`config.mk`:
```
export PLATFORM = sky130hd
export DESIGN_NAME = store_check_monitor_flat
export DESIGN_NICKNAME = d
export VERILOG_FILES = /design/src/rtl/store_check_monitor_if.sv /design/src/rtl/store_check_monitor.sv /design/src/flat_wrapper.sv
export SDC_FILE = /design/constraint.sdc
export NUM_CORES = 1
export LEC_CHECK = 0
export CAP_MARGIN = 20
export CORE_UTILIZATION = 40
export DETAILED_ROUTE_END_ITERATION = 10
export PLACE_DENSITY_LB_ADDON = 0.3
export SYNTH_ARGS = -nofsm -noshare
export SYNTH_HDL_FRONTEND = slang
export SYNTH_SLANG_ARGS = --single-unit
```
`constraint.sdc`:
```
create_clock -name clk -period 6.05 [get_ports clk]
set_input_delay 1.21 -clock clk [delete_from_list [all_inputs] [get_ports clk]]
set_output_delay 1.21 -clock clk [all_outputs]
set_load 0.01 [all_outputs]
```
`src/rtl/store_check_monitor_if.sv`:
```
// Bundle of the monitor's configuration, observed-store and status signals.
// The master side drives entries, start/clear and the store bus; the slave side is the monitor.
interface store_check_monitor_if #(
    parameter int AW    = 32,
    parameter int DW    = 32,
    parameter int DEPTH = 4
);
    localparam int CW = $clog2(DEPTH + 1);

    logic          clear;
    logic          cfg_valid;
    logic          cfg_ready;
    logic [AW-1:0] cfg_addr;
    logic [DW-1:0] cfg_data;
    logic          start;
    logic          memwrite;
    logic [AW-1:0] dataadr;
    logic [DW-1:0] writedata;
    logic          busy;
    logic          done;
    logic          pass;
    logic [1:0]    fail_code;
    logic [CW-1:0] match_count;
    logic [AW-1:0] fail_addr;
    logic [DW-1:0] fail_data;

    modport master (
        output clear, cfg_valid, cfg_addr, cfg_data, start,
        output memwrite, dataadr, writedata,
        input  cfg_ready, busy, done, pass, fail_code, match_count, fail_addr, fail_data
    );

    modport slave (
        input  clear, cfg_valid, cfg_addr, cfg_data, start,
        input  memwrite, dataadr, writedata,
        output cfg_ready, busy, done, pass, fail_code, match_count, fail_addr, fail_data
    );
endinterface

```
`src/rtl/store_check_monitor.sv`:
```
// Compares observed data-memory stores against a loaded list of expected stores, in order.
// Define STORE_MON_FILTER_EN to skip stores whose address differs from the expected entry.
module store_check_monitor #(
    parameter int AW      = 32,
    parameter int DW      = 32,
    parameter int DEPTH   = 4,
    parameter int TIMEOUT = 1000
) (
    input  logic                  clk,
    input  logic                  rst_n,
    store_check_monitor_if.slave  mon
);
    localparam int CW = $clog2(DEPTH + 1);
    localparam int IW = (DEPTH > 1) ? $clog2(DEPTH) : 1;
    localparam int TW = $clog2(TIMEOUT + 1);
    localparam logic [CW-1:0] DEPTH_C  = CW'(DEPTH);
    localparam logic [TW-1:0] TO_LAST  = TW'(TIMEOUT - 1);

    localparam logic [1:0] S_LOAD = 2'd0;
    localparam logic [1:0] S_RUN  = 2'd1;
    localparam logic [1:0] S_PASS = 2'd2;
    localparam logic [1:0] S_FAIL = 2'd3;

    logic [1:0]    state_q, state_d;
    logic [CW-1:0] entries_q, entries_d;
    logic [CW-1:0] match_q, match_d;
    logic [TW-1:0] cyc_q, cyc_d;
    logic [1:0]    code_q, code_d;
    logic [AW-1:0] fail_addr_q, fail_addr_d;
    logic [DW-1:0] fail_data_q, fail_data_d;

    logic [AW-1:0] exp_addr_q [DEPTH];
    logic [DW-1:0] exp_data_q [DEPTH];

    logic          accept;
    logic          addr_hit;
    logic          data_hit;
    logic          terminal;
    logic [IW-1:0] idx;

    assign mon.cfg_ready = (state_q == S_LOAD) && (entries_q < DEPTH_C);
    assign accept        = mon.cfg_valid && mon.cfg_ready;

    // The match count doubles as the index of the next expected entry.
    assign idx      = match_q[IW-1:0];
    assign addr_hit = (mon.dataadr == exp_addr_q[idx]);
    assign data_hit = (mon.writedata == exp_data_q[idx]);

    always_ff @(posedge clk) begin
        if (accept && !mon.clear) begin
            exp_addr_q[entries_q[IW-1:0]] <= mon.cfg_addr;
            exp_data_q[entries_q[IW-1:0]] <= mon.cfg_data;
        end
    end

    always_comb begin
        state_d     = state_q;
        entries_d   = entries_q;
        match_d     = match_q;
        cyc_d       = cyc_q;
        code_d      = code_q;
        fail_addr_d = fail_addr_q;
        fail_data_d = fail_data_q;
        terminal    = 1'b0;
        if (mon.clear) begin
            state_d     = S_LOAD;
            entries_d   = '0;
            match_d     = '0;
            cyc_d       = '0;
            code_d      = 2'd0;
            fail_addr_d = '0;
            fail_data_d = '0;
        end else begin
            case (state_q)
                S_LOAD: begin
                    if (accept) entries_d = entries_q + 1'b1;
                    if (mon.start) begin
                        if (entries_d == '0) begin
                            state_d = S_FAIL;
                            code_d  = 2'd3;
                        end else begin
                            state_d = S_RUN;
                            match_d = '0;
                            cyc_d   = '0;
                        end
                    end
                end
                S_RUN: begin
                    // An unknown strobe falls through to the no-store path.
                    if (mon.memwrite) begin
                        if (addr_hit && data_hit) begin
                            match_d = match_q + 1'b1;
                            if (match_d == entries_q) begin
                                state_d  = S_PASS;
                                terminal = 1'b1;
                            end
`ifdef STORE_MON_FILTER_EN
                        end else if (addr_hit) begin
`else
                        end else begin
`endif
                            state_d     = S_FAIL;
                            code_d      = 2'd1;
                            fail_addr_d = mon.dataadr;
                            fail_data_d = mon.writedata;
                            terminal    = 1'b1;
                        end
                    end
                    if (!terminal) begin
                        if (cyc_q == TO_LAST) begin
                            state_d = S_FAIL;
                            code_d  = 2'd2;
                        end else begin
                            cyc_d = cyc_q + 1'b1;
                        end
                    end
                end
                default: ;
            endcase
        end
    end

    always_ff @(posedge clk or negedge rst_n) begin
        if (!rst_n) begin
            state_q     <= S_LOAD;
            entries_q   <= '0;
            match_q     <= '0;
            cyc_q       <= '0;
            code_q      <= 2'd0;
            fail_addr_q <= '0;
            fail_data_q <= '0;
        end else begin
            state_q     <= state_d;
            entries_q   <= entries_d;
            match_q     <= match_d;
            cyc_q       <= cyc_d;
            code_q      <= code_d;
            fail_addr_q <= fail_addr_d;
            fail_data_q <= fail_data_d;
        end
    end

    assign mon.busy        = (state_q == S_RUN);
    assign mon.done        = (state_q == S_PASS) || (state_q == S_FAIL);
    assign mon.pass        = (state_q == S_PASS);
    assign mon.fail_code   = code_q;
    assign mon.match_count = match_q;
    assign mon.fail_addr   = fail_addr_q;
    assign mon.fail_data   = fail_data_q;
endmodule
```
`src/flat_wrapper.sv`:
```
// flat-port wrapper written by rule: the top's interface ports become plain ports
module store_check_monitor_flat 
#(
    parameter int AW      = 32,
    parameter int DW      = 32,
    parameter int DEPTH   = 4,
    parameter int TIMEOUT = 1000
)
  (clk, rst_n, mon_clear, mon_cfg_valid, mon_cfg_addr, mon_cfg_data, mon_start, mon_memwrite, mon_dataadr, mon_writedata, mon_cfg_ready, mon_busy, mon_done, mon_pass, mon_fail_code, mon_match_count, mon_fail_addr, mon_fail_data);
  store_check_monitor_if #(.AW(AW), .DW(DW), .DEPTH(DEPTH)) mon_i ();
  input  logic clk;
  input  logic rst_n;
  input wire logic [$bits(mon_i.clear)-1:0] mon_clear;
  input wire logic [$bits(mon_i.cfg_valid)-1:0] mon_cfg_valid;
  input wire logic [$bits(mon_i.cfg_addr)-1:0] mon_cfg_addr;
  input wire logic [$bits(mon_i.cfg_data)-1:0] mon_cfg_data;
  input wire logic [$bits(mon_i.start)-1:0] mon_start;
  input wire logic [$bits(mon_i.memwrite)-1:0] mon_memwrite;
  input wire logic [$bits(mon_i.dataadr)-1:0] mon_dataadr;
  input wire logic [$bits(mon_i.writedata)-1:0] mon_writedata;
  output wire logic [$bits(mon_i.cfg_ready)-1:0] mon_cfg_ready;
  output wire logic [$bits(mon_i.busy)-1:0] mon_busy;
  output wire logic [$bits(mon_i.done)-1:0] mon_done;
  output wire logic [$bits(mon_i.pass)-1:0] mon_pass;
  output wire logic [$bits(mon_i.fail_code)-1:0] mon_fail_code;
  output wire logic [$bits(mon_i.match_count)-1:0] mon_match_count;
  output wire logic [$bits(mon_i.fail_addr)-1:0] mon_fail_addr;
  output wire logic [$bits(mon_i.fail_data)-1:0] mon_fail_data;
  assign mon_i.clear = mon_clear;
  assign mon_i.cfg_valid = mon_cfg_valid;
  assign mon_i.cfg_addr = mon_cfg_addr;
  assign mon_i.cfg_data = mon_cfg_data;
  assign mon_i.start = mon_start;
  assign mon_i.memwrite = mon_memwrite;
  assign mon_i.dataadr = mon_dataadr;
  assign mon_i.writedata = mon_writedata;
  assign mon_cfg_ready = mon_i.cfg_ready;
  assign mon_busy = mon_i.busy;
  assign mon_done = mon_i.done;
  assign mon_pass = mon_i.pass;
  assign mon_fail_code = mon_i.fail_code;
  assign mon_match_count = mon_i.match_count;
  assign mon_fail_addr = mon_i.fail_addr;
  assign mon_fail_data = mon_i.fail_data;
  store_check_monitor #(.AW(AW), .DW(DW), .DEPTH(DEPTH), .TIMEOUT(TIMEOUT)) u_core (.clk(clk), .rst_n(rst_n), .mon(mon_i));
endmodule
```
# ---- Word-level counts from Yosys, hierarchy flattened
# Memory sizes are Yosys's and may differ from the RTL's.
# Index checks and enable logic that the tools add are counted.
dict set report op_classes {
  n_eq_ne 15
  magnitude_cmp 1
  mux 49
  n_addsub 3
  n_reduce_logical 17
}
# cell n
set ops {}
lappend ops {{32-bit 2-to-1 mux} 8}
lappend ops {{32-bit equality test} 2}
lappend ops {{10-bit 2-to-1 mux} 5}
lappend ops {{2-bit 2-to-1 mux} 15}
lappend ops {{3-bit 2-to-1 mux} 10}
lappend ops {{10-bit one-hot mux with 2 select lines} 1}
lappend ops {{3-bit != test (second input constant)} 6}
lappend ops {{10-bit by 1-bit adder with 10-bit output (second input constant)} 1}
lappend ops {{10-bit equality test (second input constant)} 1}
lappend ops {{5-bit AND reduction} 2}
lappend ops {{2-bit one-hot mux with 2 select lines} 2}
lappend ops {{1-bit 2-to-1 mux} 7}
lappend ops {{3-bit by 1-bit adder with 3-bit output (second input constant)} 2}
lappend ops {{3-bit one-hot mux with 2 select lines} 1}
lappend ops {{3-bit AND reduction} 2}
lappend ops {{2-bit nonzero test} 3}
lappend ops {{2-bit equality test (second input constant)} 2}
lappend ops {{1-bit logical AND} 4}
lappend ops {{3-bit equality test} 1}
lappend ops {{3-bit logical NOT} 1}
lappend ops {{3-bit less-than comparator (second input constant)} 1}
lappend ops {{3-bit by 2-bit != test with 1-bit output (second input constant)} 1}
lappend ops {{3-bit nonzero test} 1}
lappend ops {{2-bit by 1-bit equality test with 1-bit output (second input constant)} 1}
lappend ops {{5 further kinds} 5}
dict set report word_totals {
  inputBits 134
  memories 2
  ff_bits 84
  ramBits 256
  wordCells 94
  output_inout_bits 73
}
# name depth width read_ports rd_ports_with_merged_regs write_ports line_no
set memory_table {}
lappend memory_table {u_core.exp_addr_q 4 32 1 0 1 store_check_monitor.sv:32} ;# logic [AW-1:0] exp_addr_q [DEPTH];
lappend memory_table {u_core.exp_data_q 4 32 1 0 1 store_check_monitor.sv:33} ;# logic [DW-1:0] exp_data_q [DEPTH];

# ---- Longest topological paths before layout
dict set report depth {
  ltp_word 11
  depth_mapped 12
}

# ---- Least setup slack after synthesis
# Ideal clock, no wire load.
dict set report synth_timing {
  path_type {input to register}
  startpoint {input mon_cfg_valid}
  endpoint {memory u_core.exp_addr_q[0][0], enable pin}
  arrival_ns 3.412
  required_time_ns 5.621
  path_slack_ns 2.209
  cell_stages 3
  n_path_buf 0
  path_cell_list {nor4b_2 -> nor2b_1 -> and2_1}
}
dict set report synth_between {
  elab_chain_cells 4
}
# element line_no
set synth_lines {}
lappend synth_lines {{from (decl)} flat_wrapper.sv:14} ;# input wire logic [$bits(mon_i.cfg_valid)-1:0] mon_cfg_valid;
lappend synth_lines {{1-bit logical AND} store_check_monitor.sv:42} ;# assign accept = mon.cfg_valid && mon.cfg_ready;
lappend synth_lines {{1-bit logical AND} store_check_monitor.sv:50} ;# if (accept && !mon.clear) begin
lappend synth_lines {{1-bit 2-to-1 mux} store_check_monitor.sv:50}
lappend synth_lines {{1-bit 2-to-1 mux (implied by the code)} store_check_monitor.sv:51} ;# exp_addr_q[entries_q[IW-1:0]] <= mon.cfg_addr;
lappend synth_lines {{to (decl)} store_check_monitor.sv:32}
# No other way between the ends.

# ---- Worst setup path after layout
dict set report layout_timing {
  startpoint {register u_core.match_q[0], in the netlist u_core.mon.match_count[0]}
  endpoint {register u_core.cyc_q[3]}
}
dict set report layout_between {
  elab_chain_cells 9
  elab_cells_between_ends 14
}
# element line_no
set layout_lines {}
lappend layout_lines {{from (decl)} store_check_monitor.sv:26} ;# logic [CW-1:0] match_q, match_d;
lappend layout_lines {{from (signal assigned)} store_check_monitor.sv:135} ;# match_q <= match_d;
lappend layout_lines {{memory read 4 x 32 bit, or another cell as far along} n/a}
lappend layout_lines {{32-bit equality test, or another cell as far along} store_check_monitor.sv:46} ;# assign addr_hit = (mon.dataadr == exp_addr_q[idx]);
lappend layout_lines {{1-bit logical AND / 1-bit 2-to-1 mux (equally long branches)} {store_check_monitor.sv:91, store_check_monitor.sv:93}}
lappend layout_lines {{1-bit 2-to-1 mux (*)} store_check_monitor.sv:91} ;# if (addr_hit && data_hit) begin
lappend layout_lines {{1-bit 2-to-1 mux (*)} store_check_monitor.sv:90} ;# if (mon.memwrite) begin
lappend layout_lines {{1-bit 2-to-1 mux (*)} store_check_monitor.sv:74} ;# case (state_q)
lappend layout_lines {{1-bit 2-to-1 mux (*)} store_check_monitor.sv:65} ;# if (mon.clear) begin
lappend layout_lines {{3-bit != test (no source line) (*)} n/a}
lappend layout_lines {{5-bit AND reduction (no source line) (*)} n/a}
lappend layout_lines {{to (signal assigned)} store_check_monitor.sv:136} ;# cyc_q <= cyc_d;
lappend layout_lines {{to (decl)} store_check_monitor.sv:27} ;# logic [TW-1:0] cyc_q, cyc_d;
# Mark *: on every way between the ends. The rest lies on a longest branch, timed or not. The select of a mux whose other input is x is not followed.
# A chain may end at the register's enable or synchronous reset.

==> metrics.txt <==
result of the run completed; total routing usage reported by global routing 18.4%; net count after synthesis 853; top library cells by usage in the layout, fill and taps aside sky130_fd_sc_hd__edfxtp_1, sky130_fd_sc_hd__clkdlybuf4s50_1, sky130_fd_sc_hd__dfrtp_1, sky130_fd_sc_hd__xnor2_1, sky130_fd_sc_hd__a22o_1; maxcap violations 0; launching element type of the critical path register; final non-filler cell total 1411; Die Wd 185 µm; cell internal power dissipation 4.26 mW; post-detailed-route count of antenna-violating nets 0; largest net degree at the start of global routing 70; number of endpoints with negative hold slack in the final report 0; Final Slew Violations 0; number of cells produced by synthesis 713; sw power 1.12 mW; overall routed net length 30700 µm; Post-synth top flop sky130_fd_sc_hd__edfxtp_1; cell area after layout 0.0174 mm²; sequential area share after synthesis 72.8%; CP endpoint kind register; final setup TNS 0 ns; initial detailed-routing violation count 525; Post-CTS Setup Bufs 0; full die area 0.0344 mm²; total iterations of the first detailed-routing run 7; final global-route overflow total 0; unrepaired setup endpoints after global routing no; initial antenna violation count 2; buffer levels on the longest clock path 3; area occupied by multi-input gates 0.00349 mm²; routed wirelength normalized by instance count 21.7 µm; number of placement rows 66; post-route fraction of the period consumed by the critical path 67.0%; count of state elements after synthesis 340; CTS resizes 0; fraction of final layout cells sized beyond drive strength 1 15.6%; kind of path behind the tightest hold check reg2reg; CTS Hold Bufs 0; buffer cell driving the clock tree root sky130_fd_sc_hd__clkbuf_16; Yosys Warn Count 0; worst-margin pin slew 1.12 ns; Post-Syn Area 0.0135 mm²; fraction of the core area covered by cells at the end of the flow 52.9%; peak supply drop 189 µV; I/O pin count 207; upper clock frequency limit 247 MHz; placeable core area 0.0328 mm²; number of global-route vias before repair 7827; clock buffers created by TritonCTS 38; total clock sinks 340; post-placement cell area 0.0160 mm²; sequential cell area 0.00980 mm²; Final Wtd Congestion 0.798; CTS H-Tree Depth 2; share of power burned in combinational logic 7.3%; portion of total power attributed to sequential cells 48.5%; proportion of total power due to net switching 20.7%; number of instances in the placed design 1340; required time reported for the critical path endpoint 6.49 ns; area added between synthesis and finish 29.0%; mean instance size in the synthesized netlist 18.9 µm²; leakage dissipation 5.95 nW; number of enable flip-flop cells after synthesis 256; arrival time of the worst setup path 4.49 ns; Tmin final 4.05 ns; drt via density 5.27; wire length of the first global-routing pass 46700 µm; type of the setup path with the least slack reg2reg; DR vias 7441; final HPWL from detailed placement 19400 µm; asr flop ratio synth 24.7%; clock slew at reported path FFs 0.05 ns; number of distinct library cell variants in the gate-level netlist after synthesis 47; most common library cell in the layout ignoring fill and taps sky130_fd_sc_hd__edfxtp_1; number of input and output port buffers inserted 206; CTS tree done; power density relative to cell area 310 mW/mm²; total number of nets in the final design 1078; worst-path maximum fanout 35; layout filler cell count 2647; clock latency on the worst-skew pair 0.53 ns; effective utilization at floorplan 41.0%; die height 185 µm; DRC errors left 0; post-route clock skew 0.0194 ns; clock network power share 44.2%; worst slew slack as a fraction of its limit 25.1%; final-report setup violation count 0
## registers in the layout, summed over array words and instances (netlist names)
register and flops:
u_core.cyc_q 10, u_core.entries_q 3, u_core.exp_addr_q 128, u_core.exp_data_q 128, u_core.mon.fail_addr 32, u_core.mon.fail_code 2, u_core.mon.fail_data 32, u_core.mon.match_count 3
u_core.state_q 2
## metrics by stage
stage | total power, mW | hold slack [ns] | worst slack, ns
after CTS | 5.43 | 0.502 | 1.89
after global routing | 5.56 | 0.511 | 1.70
after floorplan | 2.82 | 0.466 | 2.21
after global placement | 3.05 | 0.482 | 1.98
final | 5.38 | 0.496 | 2.00
after detailed placement | 3.05 | 0.480 | 1.94
## area by class of cell
cell class,instances,area share (%)
antenna,1,0.0144
tap,442,3.19
clock buffer,58,6.61
multi-input combinational,331,20.1
timing repair buffer,218,12.4
inverter,9,0.195
sequential,340,56.4
clock inverter,12,1.04
## cell families (layout without fill, tap and decap cells)
kind of cell / count (synthesis) / after routing / synth area share, %
buffers and inverters: 42 / 297 / 1.52
muxes: 71 / 71 / 11.3
AOI/OAI and AO/OA: 96 / 96 / 5.65
xor gates and xnor gates: 68 / 68 / 4.53
other: 0 / 1 / 0
adders and majority gates: 6 / 6 / 0.558
and+or+nand+nor: 90 / 90 / 3.73
DFF: 340 / 340 / 72.8
## worst paths after layout
| path | endpoint | depth (start not counted) | slack, ns | startpoint |
|---|---|---|---|---|
| worst max-delay path | u_core.cyc_q[3]$_DFFE_PN0P_ | 10 | 2.00 | u_core.mon.match_count[0]$_DFFE_PN0P_ |
| worst min-delay path | u_core.mon.fail_data[16]$_DFFE_PN0P_ | 1 | 0.50 | u_core.mon.fail_data[16]$_DFFE_PN0P_ |
| worst max register to register | u_core.cyc_q[3]$_DFFE_PN0P_ | 10 | 2.00 | u_core.mon.match_count[0]$_DFFE_PN0P_ |
| worst min register to register | u_core.mon.fail_data[16]$_DFFE_PN0P_ | 1 | 0.50 | u_core.mon.fail_data[16]$_DFFE_PN0P_ |
| max in group asynchronous | u_core.mon.match_count[0]$_DFFE_PN0P_ | 2 | 4.20 | rst_n |
| min in group asynchronous | u_core.mon.fail_data[17]$_DFFE_PN0P_ | 1 | 0.55 | rst_n |
## synth_stat cells (all sizes together) (6+ instances only)
| cell type | number | area share [%] |
|---|---|---|
| ha | 6 | 0.56 |
| o21ai | 7 | 0.26 |
| dfrtp | 84 | 16 |
| nor4 | 8 | 0.37 |
| nand3 | 11 | 0.41 |
| edfxtp | 256 | 57 |
| xnor2 | 66 | 4.3 |
| a21oi | 12 | 0.45 |
| nand4 | 17 | 0.79 |
| buf | 17 | 0.83 |
| inv | 9 | 0.25 |
| clkbuf | 16 | 0.45 |
| mux4 | 64 | 11 |
| nand2 | 12 | 0.33 |
| a22o | 65 | 4.2 |
| nor2 | 15 | 0.42 |
## layer usage
metal  up-vias  share of wire [%]  track usage (%)
met5         -              0.042                0
met3        33                5.7             4.23
met2       230                 49             30.3
met1      3847                 44             25.0
li1       3329                  -                -
met4         2                1.2             3.54
## power groups by stage
stage | clock, mW | combinational [mW] | sequential, mW
after floorplan | 0 | 0.158 | 2.66
after global placement | 0 | 0.393 | 2.65
after detailed placement | 0 | 0.397 | 2.65
after CTS | 2.43 | 0.400 | 2.61
after global routing | 2.52 | 0.426 | 2.61
final | 2.38 | 0.393 | 2.61
## critical path, cell delays in order, from the launching register on
cell	delay [ns]
sky130_fd_sc_hd__dfrtp_4	0.75
sky130_fd_sc_hd__buf_4	0.36
sky130_fd_sc_hd__mux4_2	0.57
sky130_fd_sc_hd__xnor2_1	0.17
sky130_fd_sc_hd__nand4_1	0.18
sky130_fd_sc_hd__nor4_1	0.54
sky130_fd_sc_hd__and4_1	0.37
sky130_fd_sc_hd__nor3_4	0.05
sky130_fd_sc_hd__buf_4	0.26
sky130_fd_sc_hd__or4_1	0.54
sky130_fd_sc_hd__a21oi_1	0.16
(Power assumes the default switching activity.)
